## config.mk

```make
export PLATFORM = sky130hd
export DESIGN_NAME = i_pins_conditioner
export DESIGN_NICKNAME = d
export VERILOG_FILES = /design/src/rtl/i_pins_conditioner.sv
export SDC_FILE = /design/constraint.sdc
export NUM_CORES = 1
export LEC_CHECK = 0
export ABC_AREA = 1
export CAP_MARGIN = 10
export CELL_PAD_IN_SITES_DETAIL_PLACEMENT = 1
export CELL_PAD_IN_SITES_GLOBAL_PLACEMENT = 1
export CORE_UTILIZATION = 30
export CTS_CLUSTER_SIZE = 30
export DETAILED_ROUTE_END_ITERATION = 10
export GPL_TIMING_DRIVEN = 0
export PLACE_DENSITY = 0.68
export RECOVER_POWER = 25
export SYNTH_ARGS = -nofsm -noshare
export SYNTH_HDL_FRONTEND = slang
export SYNTH_SLANG_ARGS = --single-unit
```

## constraint.sdc

```tcl
create_clock -name clk -period 1.05 [get_ports clk]
set_clock_uncertainty 0.2 [all_clocks]
set_input_delay 0.21 -clock clk [delete_from_list [all_inputs] [get_ports clk]]
set_output_delay 0.21 -clock clk [all_outputs]
set_load 0.1 [all_outputs]
```

## src/rtl/i_pins_conditioner.sv

```systemverilog
// Input-pin conditioner: 2-flop synchroniser, per-bit debounce, rise/fall strobes.
// Define I_PINS_DEBOUNCE_EN for debounce counters; otherwise i_pins follows the synchroniser.
module i_pins_conditioner #(
    parameter int unsigned WIDTH           = 4,
    parameter int unsigned DEBOUNCE_CYCLES = 16,
    parameter int unsigned CNT_WIDTH       = 5
) (
    input  logic             clk,
    input  logic             sync_reset,
    input  logic [WIDTH-1:0] raw_pins,
    output logic [WIDTH-1:0] i_pins,
    output logic [WIDTH-1:0] rise,
    output logic [WIDTH-1:0] fall,
    output logic             changed
);

    if (DEBOUNCE_CYCLES < 1 || DEBOUNCE_CYCLES > (1 << CNT_WIDTH)) begin : g_cfg_check
        $error("i_pins_conditioner: DEBOUNCE_CYCLES out of range for CNT_WIDTH");
    end

    logic [WIDTH-1:0] r_s1;
    logic [WIDTH-1:0] r_s2;
    logic [WIDTH-1:0] r_stable;
    logic [WIDTH-1:0] r_rise;
    logic [WIDTH-1:0] r_fall;
    logic [WIDTH-1:0] w_diff;
    logic [WIDTH-1:0] w_update;

    always_ff @(posedge clk) begin
        if (sync_reset) begin
            r_s1 <= '0;
            r_s2 <= '0;
        end else begin
            r_s1 <= raw_pins;
            r_s2 <= r_s1;
        end
    end

    assign w_diff = r_s2 ^ r_stable;

`ifdef I_PINS_DEBOUNCE_EN
    localparam logic [CNT_WIDTH-1:0] CntMax = CNT_WIDTH'(DEBOUNCE_CYCLES - 1);

    for (genvar b = 0; b < WIDTH; b++) begin : g_debounce
        logic [CNT_WIDTH-1:0] r_cnt;

        assign w_update[b] = w_diff[b] && (r_cnt == CntMax);

        // Any agreeing sample discards the partial count, rejecting short glitches.
        always_ff @(posedge clk) begin
            if (sync_reset) begin
                r_cnt <= '0;
            end else if (!w_diff[b] || w_update[b]) begin
                r_cnt <= '0;
            end else begin
                r_cnt <= r_cnt + 1'b1;
            end
        end
    end
`else
    assign w_update = w_diff;
`endif

    always_ff @(posedge clk) begin
        if (sync_reset) begin
            r_stable <= '0;
            r_rise   <= '0;
            r_fall   <= '0;
        end else begin
            r_stable <= r_stable ^ w_update;
            r_rise   <= w_update & r_s2;
            r_fall   <= w_update & ~r_s2;
        end
    end

    assign i_pins  = r_stable;
    assign rise    = r_rise;
    assign fall    = r_fall;
    assign changed = |(r_rise | r_fall);

endmodule

```

# == Yosys cells after proc, flatten, opt, wreduce, memory -nomap -nowiden ==
# Index checks and enable logic that the tools add are counted.
# totals
regBits,20
latch_bits,0
mem_bits_rw,0
rom_bits,0
inputBits,6
out_inout_bits,13
wordCells,12
n_memories,0
# classes
n_addsub,0
multipliers,0
div_mod_pow,0
n_lt_le_gt_ge,0
n_eq_ne,0
shift,0
n_mux,0
n_bitwise,6
n_reduce_logical,1
# op_table
cell,count
$and 4x4->4,2
$xor 4x4->4,2
$not 4->4,1
$or 4x4->4,1
$reduce_or 4->1,1

# == Longest topological paths before layout ==
# depth
depth_word,2
depth_mapped,5
mapped_depth_nobuf,5

# == Worst setup path before layout ==
# No wires, ideal clock.
# synth_timing
path_kind,reg-to-output
start,"reg r_rise[2], in the netlist rise[2]"
end,out changed
t_arrival_ns,1.787
required_time_ns,0.640
slack_ns,-1.147
path_stages_with_launch,5
n_path_buf,0
path_cell_list,dfxtp_1 -> inv_1 -> nand2_1 -> nor2_1 -> nand2_1
# synth_via
elab_chain_cells,2
# synth_rtl
item,line,text
"start, declared",24,logic [WIDTH-1:0] r_rise;
"start signal, assigned",71,r_rise <= w_update & r_s2;
$or 4x4->4,79,assign changed = |(r_rise | r_fall);
$reduce_or 4->1,79,
"end, declared",14,output logic changed
# Every way passes these cells.

# == Worst setup path after layout ==
# layout_timing
start,"reg r_fall[3], in the netlist fall[3]"
end,out changed
# layout_via
elab_chain_cells,2
# layout_rtl
item,line,text
"start, declared",25,logic [WIDTH-1:0] r_fall;
"start signal, assigned",72,r_fall <= w_update & ~r_s2;
$or 4x4->4,79,
$reduce_or 4->1,79,
# Every way passes these cells.

==> flow_summary.json <==
{
  "ys_seq_elements": 20,
  "std_cell_rows": 18,
  "boundaryPins": 19,
  "preCtsSetupSlack_ns": -1.03,
  "r2r_slack_ns": -0.19,
  "cell_internal_pwr_mw": 1.59,
  "met1_length_microns": 735,
  "cts_made_buffers": 3,
  "met2_length_microns": 1220,
  "switching_share_pct": 41.5,
  "path_max_fanout": 2,
  "drt_iter0_markers": 6,
  "rr_endpoint": "i_pins[0]",
  "drt-total-wl_microns": 2070,
  "grt_max_degree": 12,
  "rsz0062_at_grt": "yes",
  "worstHoldPathCells": 3,
  "clock_latency_ns": 0.31,
  "rr_worst_depth": 6,
  "worstHoldPathType": "in2reg",
  "avgSynthCellArea_sq_um": 7.80,
  "dieWidth_microns": 53.5,
  "htreeDepth": 1,
  "synth_common_cells": "inv_1, dfxtp_1, nor2_1, nand2_1, ha_1",
  "cts_buffer_depth": 2,
  "ys_types": 10,
  "slew_viol_final": 0,
  "postSynth.asyncResetShare_pct": 0,
  "gr-usage-all-layers_pct": 13.6,
  "crit_chain": "inv_2, nand2_2, nor2_4, nand2_4, buf_12",
  "switchingPower_mw": 1.13,
  "syn2layout_area_growth_pct": 93.9,
  "synth_fp_nets": 116,
  "overflow": 0,
  "cts_tree": "done",
  "yosys_warnings": 0,
  "yosysSeqAreaShare_pct": 50.3,
  "fin_crit_sh_pct": 146,
  "crit_type": "reg2out",
  "synth.top_cell.area_share_pct": 50.3,
  "setup_slack_ns": -0.486,
  "maxCapViolCount": 0,
  "power_density_nw_per_um2": 1760,
  "slowest_stage": "dfxtp_4",
  "dieArea_sq_um": 2860,
  "fin_crit_ns": 1.54,
  "grt_pass1_wl_microns": 2650,
  "ys_top_cells_by_area": "dfxtp_1, inv_1, ha_1",
  "final_area_sq_um": 1540,
  "clock-sinks": 20,
  "setup_violations": 20,
  "slowest_delay_ns": 0.37,
  "end_kind": "primary output",
  "grt_pass1_vias": 631,
  "r2r-start": "i_pins[0]",
  "holdPathEnd": "rise[2]",
  "layout-drive-gt1-share_pct": 71.2,
  "die_y_microns": 53.5,
  "ir_worst_vdd_uv": 1120,
  "maxSlewHeadroom_pct": 89.7,
  "place_area_sq_um": 1170,
  "fmax_ghz": 0.651,
  "dr.pass1.iters": 4,
  "clkTransAtPathRegs_ns": 0.10,
  "portBuffers": 17,
  "wire_per_inst_microns": 12.2,
  "yosys.area.top_type": "dfxtp_1",
  "initial_core_util_pct": 31.8,
  "p_comb_share_pct": 52.2,
  "ant_nets": 0,
  "yosysMostFrequentCell": "inv_1",
  "cp.arrival_ns": 1.13,
  "syn_inst": 102,
  "total_power_mw": 2.72,
  "highest_layer": "met4",
  "nFillCells": 269,
  "tightest_slew_ns": 0.154,
  "coreArea_sq_um": 2500,
  "synth_flop_cell": "dfxtp_1",
  "viasPerCell": 4.20,
  "p_seq_share_pct": 33.9,
  "gp_congestion": 0.632,
  "startpoint_type": "register",
  "synth-edff-count": 0,
  "failed_checks": "negative setup slack",
  "cp_data_required_time_ns": 0.64,
  "syn_area_sq_um": 796,
  "root_buffer": "clkbuf_4",
  "post-route-drc-count": 0,
  "dp_hpwl_microns": 1170,
  "p_leak_nw": 0.675,
  "hp-start": "sync_reset",
  "antenna_found_initial": 0,
  "layout.nets": 154,
  "antenna_cells": 0,
  "dr_wl_met3_microns": 63,
  "vias": 709,
  "status": "finished, violations left",
  "finalHoldViolCount": 0,
  "clkPwrFrac_pct": 13.9
}
==> worst max-delay path: cells and delay by family (launching register included) <==
kind	cells	cell delay, ns
and+or+nand+nor	3	0.23
buffers and inverters	2	0.21
DFF	1	0.37
==> registers in the layout (all words and copies together), names as in the netlist <==
register,count
r_s1,4
i_pins,4
r_s2,4
fall,4
rise,4
==> metrics by stage <==
step / TNS [ns] / std cells / hold slack [ns] / utilization, %
after floorplan: -1.68 / 102 / 0.117 / -
final: -4.27 / 169 / 0.167 / 61.7
after CTS: -4.03 / 161 / 0.213 / 55.7
after global routing: -5.02 / 169 / 0.174 / 61.7
after global placement: -11.04 / 149 / 0.191 / 46.8
after detailed placement: -11.24 / 149 / 0.198 / 46.8
==> worst max path at each step <==
stage | from | to | slack (ns) | cells past startpoint
4_1_cts | fall[1] | changed | -0.48 | 5
6_report | fall[3] | changed | -0.49 | 5
3_5_place_dp | fall[2] | changed | -1.03 | 5
2_1_floorplan | rise[2] | changed | -0.27 | 4
3_3_place_gp | rise[2] | changed | -1.00 | 5
5_1_grt | fall[3] | changed | -0.55 | 5
==> cell usage in the layout, fill, tap and decap left out, types with 5 or more instances in the layout <==
| master | count |
|---|---|
| ha_4 | 8 |
| buf_4 | 6 |
| nand2_2 | 10 |
| buf_12 | 12 |
| inv_2 | 19 |
| buf_6 | 11 |
| dfxtp_4 | 12 |
| nor2_1 | 14 |
| dfxtp_1 | 5 |
| inv_1 | 13 |
==> timing repair <==
item / CTS / global route
gates resized for setup: 121 / 31
hold buffers: 1 / 0
pin swaps: 8 / 10
endpoints found under the setup margin: 17 / 29
setup buffers: 7 / 8
endpoints found under the hold margin: 20 / 0
==> power by group through the flow <==
stage / sequential, mW / combinational, mW / clock, mW
after floorplan: 1.31 / 0.363 / 0
after global placement: 0.930 / 0.899 / 0
after detailed placement: 0.937 / 0.931 / 0
after CTS: 0.917 / 1.23 / 0.383
after global routing: 0.932 / 1.49 / 0.426
final: 0.921 / 1.42 / 0.377
==> per-layer routing <==
layer	global-route usage, %	vias to the layer above
met4	6.58	0
met1	14.4	334
met3	2.59	4
li1	-	352
met2	25.2	19
met5	0	-
==> cell type report <==
class / instances / area (sq um) / area share, %
repair buffers: 33 / 454 / 29.4
well taps: 30 / 37.5 / 2.43
clock buffers: 4 / 26.3 / 1.70
inverters: 36 / 145 / 9.41
multi-input cells: 44 / 408 / 26.4
flip-flops and latches: 20 / 449 / 29.1
plain buffers: 2 / 22.5 / 1.46
==> logic make-up (layout without fill, tap and decap cells) <==
family          count (synthesis)  after routing  share of synthesized area [%]
flops                          20             20                           50.3
buf+inv                        38             75                           19.3
fa+ha+maj                       8              8                           12.6
compound gates                  3              3                           1.89
simple gates                   33             33                           15.9
Note: power is estimated with default switching activity, not from simulation.
